--- config.mk ---
export PLATFORM = sky130hd
export DESIGN_NAME = adc_scan_sched
export DESIGN_NICKNAME = d
export VERILOG_FILES = /design/src/rtl/adc_scan_sched.sv
export SDC_FILE = /design/constraint.sdc
export NUM_CORES = 1
export LEC_CHECK = 0
export ABC_AREA = 1
export CAP_MARGIN = 20
export CELL_PAD_IN_SITES_DETAIL_PLACEMENT = 0
export CELL_PAD_IN_SITES_GLOBAL_PLACEMENT = 1
export CORE_MARGIN = 1
export CORE_UTILIZATION = 42
export CTS_CLUSTER_DIAMETER = 30
export DETAILED_ROUTE_END_ITERATION = 10
export GPL_TIMING_DRIVEN = 0
export PLACE_DENSITY = 0.78
export SYNTH_ARGS = -nofsm -noshare
export SYNTH_HDL_FRONTEND = slang
export SYNTH_HIERARCHICAL = 1
export SYNTH_SLANG_ARGS = --single-unit
--- constraint.sdc ---
create_clock -name clk -period 2.3 [get_ports clk]
set_clock_uncertainty 0.15 [all_clocks]
set_input_delay 0.345 -clock clk [delete_from_list [all_inputs] [get_ports clk]]
set_output_delay 0.345 -clock clk [all_outputs]
set_load 0.03 [all_outputs]
--- src/rtl/adc_scan_sched.sv ---
// adc_scan_sched: masked channel-scan scheduler in front of adc_ctrl with a per-channel result bank.
// Build with `define ADC_SCAN_ALARM_EN to add sticky per-channel threshold alarms.

module adc_scan_slot #(
    parameter int DATA_W = 12
) (
    input  logic              clk,
    input  logic              rst_n,
    input  logic              wr_en,
    input  logic [DATA_W-1:0] wr_data,
`ifdef ADC_SCAN_ALARM_EN
    input  logic [DATA_W-1:0] alarm_thr,
    input  logic              alarm_clr,
    output logic              alarm,
`endif
    output logic [DATA_W-1:0] data,
    output logic              valid
);

    always_ff @(posedge clk) begin
        if (!rst_n) begin
            data  <= '0;
            valid <= 1'b0;
        end else if (wr_en) begin
            data  <= wr_data;
            valid <= 1'b1;
        end
    end

`ifdef ADC_SCAN_ALARM_EN
    // A store above threshold beats a simultaneous clear.
    always_ff @(posedge clk) begin
        if (!rst_n)
            alarm <= 1'b0;
        else if (wr_en && (wr_data > alarm_thr))
            alarm <= 1'b1;
        else if (alarm_clr)
            alarm <= 1'b0;
    end
`endif

endmodule

module adc_scan_sched #(
    parameter int CH_NUM      = 8,
    parameter int DATA_W      = 12,
    parameter int PERIOD_W    = 16,
    parameter int TIMEOUT_CYC = 4095
) (
    input  logic                       clk,
    input  logic                       rst_n,
    input  logic                       i_scan_start,
    input  logic                       i_scan_stop,
    input  logic                       i_cont_mode,
    input  logic [CH_NUM-1:0]          i_ch_mask,
    input  logic [PERIOD_W-1:0]        i_period,
    output logic [$clog2(CH_NUM)-1:0]  o_ADC_addr,
    output logic                       o_ADC_En,
    input  logic                       i_ADC_Done,
    input  logic [DATA_W-1:0]          i_ADC_Data,
    input  logic [$clog2(CH_NUM)-1:0]  i_rd_ch,
    output logic [DATA_W-1:0]          o_rd_data,
    output logic [CH_NUM-1:0]          o_ch_valid,
    output logic                       o_new_sample,
    output logic [$clog2(CH_NUM)-1:0]  o_new_ch,
    output logic                       o_scan_done,
    output logic                       o_busy,
`ifdef ADC_SCAN_ALARM_EN
    input  logic [DATA_W-1:0]          i_alarm_thr,
    input  logic                       i_alarm_clr,
    output logic [CH_NUM-1:0]          o_alarm,
`endif
    output logic                       o_timeout_err
);

    localparam int CH_W  = $clog2(CH_NUM);
    localparam int TMO_W = $clog2(TIMEOUT_CYC + 1);

    localparam logic [2:0] S_IDLE  = 3'd0;
    localparam logic [2:0] S_SEL   = 3'd1;
    localparam logic [2:0] S_START = 3'd2;
    localparam logic [2:0] S_WAIT  = 3'd3;
    localparam logic [2:0] S_STORE = 3'd4;
    localparam logic [2:0] S_GAP   = 3'd5;

    logic [2:0]                     state;
    logic [CH_W-1:0]                ch_ptr;
    logic [CH_NUM-1:0]              mask_q;
    logic                           cont_q;
    logic [TMO_W-1:0]               tmo_cnt;
    logic [PERIOD_W-1:0]            gap_cnt;
    logic [DATA_W-1:0]              adc_data_q;
    logic                           timeout_err;
    logic                           new_sample;
    logic [CH_W-1:0]                new_ch;
    logic                           scan_done;
    logic [DATA_W-1:0]              rd_data;
    logic [CH_NUM-1:0][DATA_W-1:0]  bank;
    logic [CH_NUM-1:0]              ch_valid;
    logic [CH_NUM-1:0]              wr_en;

    logic                           last_ch;
    logic                           cont_eff;
    logic [2:0]                     adv_state;
    logic [CH_W-1:0]                adv_ptr;
    logic                           adv_done;
    logic                           adv_relatch;

    assign last_ch  = (ch_ptr == CH_W'(CH_NUM - 1));
    assign cont_eff = cont_q & ~i_scan_stop;

    // Where the FSM goes once the current channel is finished (skipped, stored or timed out).
    always_comb begin
        adv_state   = S_SEL;
        adv_ptr     = ch_ptr + 1'b1;
        adv_done    = 1'b0;
        adv_relatch = 1'b0;
        if (last_ch) begin
            adv_done = 1'b1;
            adv_ptr  = '0;
            if (!cont_eff)
                adv_state = S_IDLE;
            else if (i_period == '0) begin
                adv_state   = S_SEL;
                adv_relatch = 1'b1;
            end else
                adv_state = S_GAP;
        end
    end

    always_ff @(posedge clk) begin
        if (!rst_n) begin
            state       <= S_IDLE;
            ch_ptr      <= '0;
            mask_q      <= '0;
            cont_q      <= 1'b0;
            tmo_cnt     <= '0;
            gap_cnt     <= '0;
            adc_data_q  <= '0;
            timeout_err <= 1'b0;
            new_sample  <= 1'b0;
            new_ch      <= '0;
            scan_done   <= 1'b0;
        end else begin
            new_sample <= 1'b0;
            scan_done  <= 1'b0;
            if (i_scan_stop)
                cont_q <= 1'b0;
            case (state)
                S_IDLE: begin
                    if (i_scan_start) begin
                        mask_q      <= i_ch_mask;
                        cont_q      <= i_cont_mode & ~i_scan_stop;
                        ch_ptr      <= '0;
                        timeout_err <= 1'b0;
                        state       <= S_SEL;
                    end
                end
                S_SEL: begin
                    if (mask_q[ch_ptr])
                        state <= S_START;
                    else begin
                        state     <= adv_state;
                        ch_ptr    <= adv_ptr;
                        scan_done <= adv_done;
                        gap_cnt   <= PERIOD_W'(1);
                        if (adv_relatch)
                            mask_q <= i_ch_mask;
                    end
                end
                S_START: begin
                    tmo_cnt <= '0;
                    state   <= S_WAIT;
                end
                S_WAIT: begin
                    if (i_ADC_Done) begin
                        adc_data_q <= i_ADC_Data;
                        state      <= S_STORE;
                    end else if (tmo_cnt == TMO_W'(TIMEOUT_CYC - 1)) begin
                        // Give up on this channel; bank and valid bit stay as they were.
                        timeout_err <= 1'b1;
                        state       <= adv_state;
                        ch_ptr      <= adv_ptr;
                        scan_done   <= adv_done;
                        gap_cnt     <= PERIOD_W'(1);
                        if (adv_relatch)
                            mask_q <= i_ch_mask;
                    end else
                        tmo_cnt <= tmo_cnt + 1'b1;
                end
                S_STORE: begin
                    new_sample <= 1'b1;
                    new_ch     <= ch_ptr;
                    state      <= adv_state;
                    ch_ptr     <= adv_ptr;
                    scan_done  <= adv_done;
                    gap_cnt    <= PERIOD_W'(1);
                    if (adv_relatch)
                        mask_q <= i_ch_mask;
                end
                S_GAP: begin
                    if (i_scan_stop)
                        state <= S_IDLE;
                    else if (gap_cnt >= i_period) begin
                        mask_q <= i_ch_mask;
                        ch_ptr <= '0;
                        state  <= S_SEL;
                    end else
                        gap_cnt <= gap_cnt + 1'b1;
                end
                default: state <= S_IDLE;
            endcase
        end
    end

    always_comb begin
        wr_en = '0;
        if (state == S_STORE)
            wr_en[ch_ptr] = 1'b1;
    end

    for (genvar n = 0; n < CH_NUM; n++) begin : g_ch
        adc_scan_slot #(.DATA_W(DATA_W)) u_slot (
            .clk       (clk),
            .rst_n     (rst_n),
            .wr_en     (wr_en[n]),
            .wr_data   (adc_data_q),
`ifdef ADC_SCAN_ALARM_EN
            .alarm_thr (i_alarm_thr),
            .alarm_clr (i_alarm_clr),
            .alarm     (o_alarm[n]),
`endif
            .data      (bank[n]),
            .valid     (ch_valid[n])
        );
    end

    // Registered read; a same-cycle write is seen one cycle later.
    always_ff @(posedge clk) begin
        if (!rst_n)
            rd_data <= '0;
        else
            rd_data <= bank[i_rd_ch];
    end

    assign o_ADC_addr    = ch_ptr;
    assign o_ADC_En      = (state == S_START);
    assign o_busy        = (state != S_IDLE);
    assign o_rd_data     = rd_data;
    assign o_ch_valid    = ch_valid;
    assign o_new_sample  = new_sample;
    assign o_new_ch      = new_ch;
    assign o_scan_done   = scan_done;
    assign o_timeout_err = timeout_err;

endmodule

==> flow_metrics.tcl <==
set metrics [dict create \
    max_slew.worst_pin.slew_ns 0.739 \
    fin_total_pwr_w 0.00900 \
    post_drt_via_cell_ratio 4.67 \
    timing.max_slew.rel_slack 0.507 \
    wl_um 25700 \
    startpoint_type "input pin" \
    cellInternalPower_w 0.00597 \
    share_comb_of_total_power 0.253 \
    globalRouteMet2Util 0.393 \
    clockPowerShare 0.349 \
    grt.busiest_layer "met2" \
    dp.final_hpwl_um 18400 \
    cts_htree_levels 4 \
    chipWidth_um 150 \
    area.growth.synth_to_final_pct 20.0 \
    floorplan.io_pins 76 \
    max_cap_viol_count 0 \
    grt_pass1_wl_um 40900 \
    groute.usage.overall 0.237 \
    vdd.ir_drop.worst_v 0.000619 \
    design.core.area_um2 21300 \
    report.final.setup_viol 0 \
    yosys_warnings 6 \
    drt_pass1_iterations 5 \
    worst-path-buf-inv 3 \
    synth.top_cells.by_area "sky130_fd_sc_hd__dfxtp_1, sky130_fd_sc_hd__nand2_1, sky130_fd_sc_hd__nor2_1" \
    number_of_clock_buffers_inserted_by_tritoncts 17 \
    initial_utilization 0.432 \
    synth_top_cell_by_area "sky130_fd_sc_hd__dfxtp_1" \
    finalMaxSlewViolations 0 \
    post-place-cells 1771 \
    antenna_violations_before_repair 0 \
    worstSetupEndpointType "flip-flop" \
    critPathRequiredTime_ns 2.48 \
    routed_wire_length_per_instance_um 14.2 \
    design.final.nets 1586 \
    crit_path_cell_trace "clkdlybuf4s50_1 -> inv_1 -> ha_1 -> nand2_1 -> nand2_1 -> nand2_1 -> nand2_1 -> nand2_1 -> nand2_1 -> nand2_2 -> nand3_2 -> nand2_2 -> nor2_4 -> buf_6 -> nand2_1 -> nand2_1 -> nor2_1" \
    clkSlewWorstSetupHoldPaths_ns 0.08 \
    synth_area_per_cell_um2 6.48 \
    p_per_area_nw_per_um2 814 \
    global_route.usage.met3 0.0372 \
    synth_area_um2 9210 \
    worst-setup-path-type "input pin to flip-flop" \
    clockBufferDepth 2 \
    gp_congestion 0.855 \
    global_route.overflow_total 0 \
    die_outline_area_um2 22500 \
    critical_path_peak_fanout 7 \
    grt_util_met1 0.315 \
    worst_hold_path_type "flip-flop to flip-flop" \
    post-route-min-period_ns 2.16 \
    netlist_cell_types 41 \
    arrival_ns 2.34 \
    portBuffers 75 \
    finalHoldViolCount 0 \
    number_of_antenna_cells_inserted 0 \
    critical-path-top-cell-by-count "sky130_fd_sc_hd__nand2_1" \
    first_global_vias 7724 \
    number_of_standard_cells_after_synthesis 1421 \
    die_h_um 150 \
    tritoncts "yes" \
    detailedRoute.firstIterationViolations 533 \
    layoutNonFillerInstCount 1808 \
    ys_seq_area_frac 0.385 \
    remaining_drc_errors 0 \
    power.share.switching 0.336 \
    synth.ff_latch_count 177 \
    cts_sinks 177 \
    crit_slowest_cell "sky130_fd_sc_hd__clkdlybuf4s50_1" \
    postSynthNetCount 1487 \
    cp_top_family "simple AND/OR/NAND/NOR gates" \
    cts.hold.buffers_added 0 \
    drive_gt1_frac 0.0841 \
    min_period_over_period 0.939 \
    maximum_number_of_pins_on_one_net_before_global_route_repair 34 \
    vias 8450 \
    fmaxAchievable_mhz 463 \
    final_antenna_net_count 0 \
    num_rows 53 \
    netlist.area_leader.share 0.385 \
    status "finished, final reports clean" \
    cts.root.buffer_cell "sky130_fd_sc_hd__clkbuf_16" \
    sequentialPowerShare 0.398 \
    longest_individual_stage_delay_on_the_worst_path_ns 0.45 \
    worst_hold_slack_ns 0.302 \
    total_switching_power_w 0.00302 \
    clk_latency_ns 0.43 \
    leakagePower_nw 4.51 \
]
[worst register-to-register path, cell delays in order (launching register included)]
cell	delay, ns
sky130_fd_sc_hd__dfxtp_2	0.35
sky130_fd_sc_hd__ha_1	0.30
sky130_fd_sc_hd__nand2_1	0.05
sky130_fd_sc_hd__inv_1	0.06
sky130_fd_sc_hd__nand2_1	0.06
sky130_fd_sc_hd__nor2_1	0.09
sky130_fd_sc_hd__nor2_1	0.04
sky130_fd_sc_hd__nand2_1	0.09
sky130_fd_sc_hd__nand2_2	0.12
sky130_fd_sc_hd__nand3_2	0.10
sky130_fd_sc_hd__nand2_2	0.08
sky130_fd_sc_hd__nor2_4	0.21
sky130_fd_sc_hd__buf_6	0.15
sky130_fd_sc_hd__nand2_1	0.05
sky130_fd_sc_hd__nand2_1	0.07
sky130_fd_sc_hd__nor2_1	0.05
[stage by stage]
stage / setup WS (ns) / utilization / setup TNS [ns] / area (µm²)
2_1_floorplan: 0.140 / - / 0 / 9210
4_1_cts: 0.0133 / 0.513 / 0 / 10900
3_3_place_gp: -1.23 / 0.484 / -74.55 / 10300
3_5_place_dp: -0.529 / 0.484 / -15.37 / 10300
5_1_grt: -0.0328 / 0.519 / -0.0447 / 11000
6_report: 0.139 / 0.519 / 0 / 11000
[power by group through the flow]
| stage | Sequential [W] | Clock (W) | Combinational, W |
|---|---|---|---|
| floorplan | 0.00363 | 0 | 0.00153 |
| global placement | 0.00364 | 0 | 0.00218 |
| detailed placement | 0.00364 | 0 | 0.00219 |
| CTS | 0.00357 | 0.00321 | 0.00219 |
| global route | 0.00362 | 0.00332 | 0.00257 |
| finish | 0.00358 | 0.00314 | 0.00227 |
[area by class of cell]
class	count	area [µm²]
multi-input combinational	989	4500
timing repair buffer	81	792
inverter	193	726
fill	2191	10200
tap	275	344
clock buffer	18	439
buffer	61	502
clock inverter	14	191
sequential	177	3550
[cell usage in the layout (no fill, tap or decap), types with 9 or more instances in the layout]
cell type,n
sky130_fd_sc_hd__nand2_1,352
sky130_fd_sc_hd__nor3_1,11
sky130_fd_sc_hd__nor2_1,354
sky130_fd_sc_hd__buf_6,18
sky130_fd_sc_hd__a21oi_1,45
sky130_fd_sc_hd__clkbuf_1,19
sky130_fd_sc_hd__clkbuf_16,17
sky130_fd_sc_hd__inv_1,186
sky130_fd_sc_hd__nand3_1,36
sky130_fd_sc_hd__dfxtp_1,170
sky130_fd_sc_hd__o21ai_0,73
sky130_fd_sc_hd__buf_4,13
sky130_fd_sc_hd__o22ai_1,12
sky130_fd_sc_hd__buf_8,9
sky130_fd_sc_hd__clkdlybuf4s50_1,68
sky130_fd_sc_hd__ha_1,18
sky130_fd_sc_hd__a31oi_1,14
[worst paths after layout]
kind | from | end | slack (ns) | depth (start not counted)
worst min register to register | g_ch[0].u_slot/valid$_SDFFE_PN0P_ | g_ch[0].u_slot/valid$_SDFFE_PN0P_ | 0.30 | 1
worst max-delay path | i_period[1] | mask_q[6]$_SDFFE_PN0P_ | 0.14 | 17
worst min-delay path | g_ch[0].u_slot/valid$_SDFFE_PN0P_ | g_ch[0].u_slot/valid$_SDFFE_PN0P_ | 0.30 | 1
worst max register to register | gap_cnt[7]$_SDFFE_PN0P_ | mask_q[6]$_SDFFE_PN0P_ | 0.17 | 15
[state kept, by name (all words and copies together) (netlist names)]
register and cells:
o_scan_done 1, mask_q 8, o_ADC_addr 3, g_ch.u_slot/valid 8, o_new_sample 1, adc_data_q 12, o_rd_data 12, cont_q 1
g_ch.u_slot/data 96, gap_cnt 16, tmo_cnt 12, state 3, o_new_ch 3, o_timeout_err 1
[cell families (layout without fill, tap and decap cells)]
group | after synthesis | count (layout) | share of synthesized area
adders and majority gates | 21 | 21 | 0.0285
buffers and inverters | 255 | 367 | 0.133
xor gates and xnor gates | 9 | 9 | 0.00856
DFF | 177 | 177 | 0.385
and+or+nand+nor | 792 | 792 | 0.345
AOI/OAI and AO/OA | 167 | 167 | 0.100
[cell usage after synthesis, drive strengths merged]
library cell / number
or2: 1
o211ai: 1
a21oi: 46
nand3b: 4
clkinv: 1
a31o: 1
o311ai: 1
dfxtp: 177
nand4: 9
ha: 21
clkbuf: 23
nor3: 11
inv: 192
and2: 1
xnor2: 1
buf: 39
o21ai: 81
nor2: 365
o21a: 8
nand3: 38
nand2: 363
a211oi: 2
o22ai: 12
xor2: 8
o21bai: 1
a31oi: 14
[timing repair]
item / 4_1_cts / 5_1_grt
gates cloned: 0 / 1
resized for setup: 6 / 25
buffers inserted: 0 / 5
endpoints found under the hold margin: 0 / 0
pin swaps: 0 / 9
endpoints found under the setup margin: 23 / 30
[per-layer routing]
layer  wire length, µm  part of all wire
met1             12300              0.48
met2             11800              0.46
met3              1120             0.044
met4               447             0.017
met5                 0                 0
(Power assumes the default switching activity.)
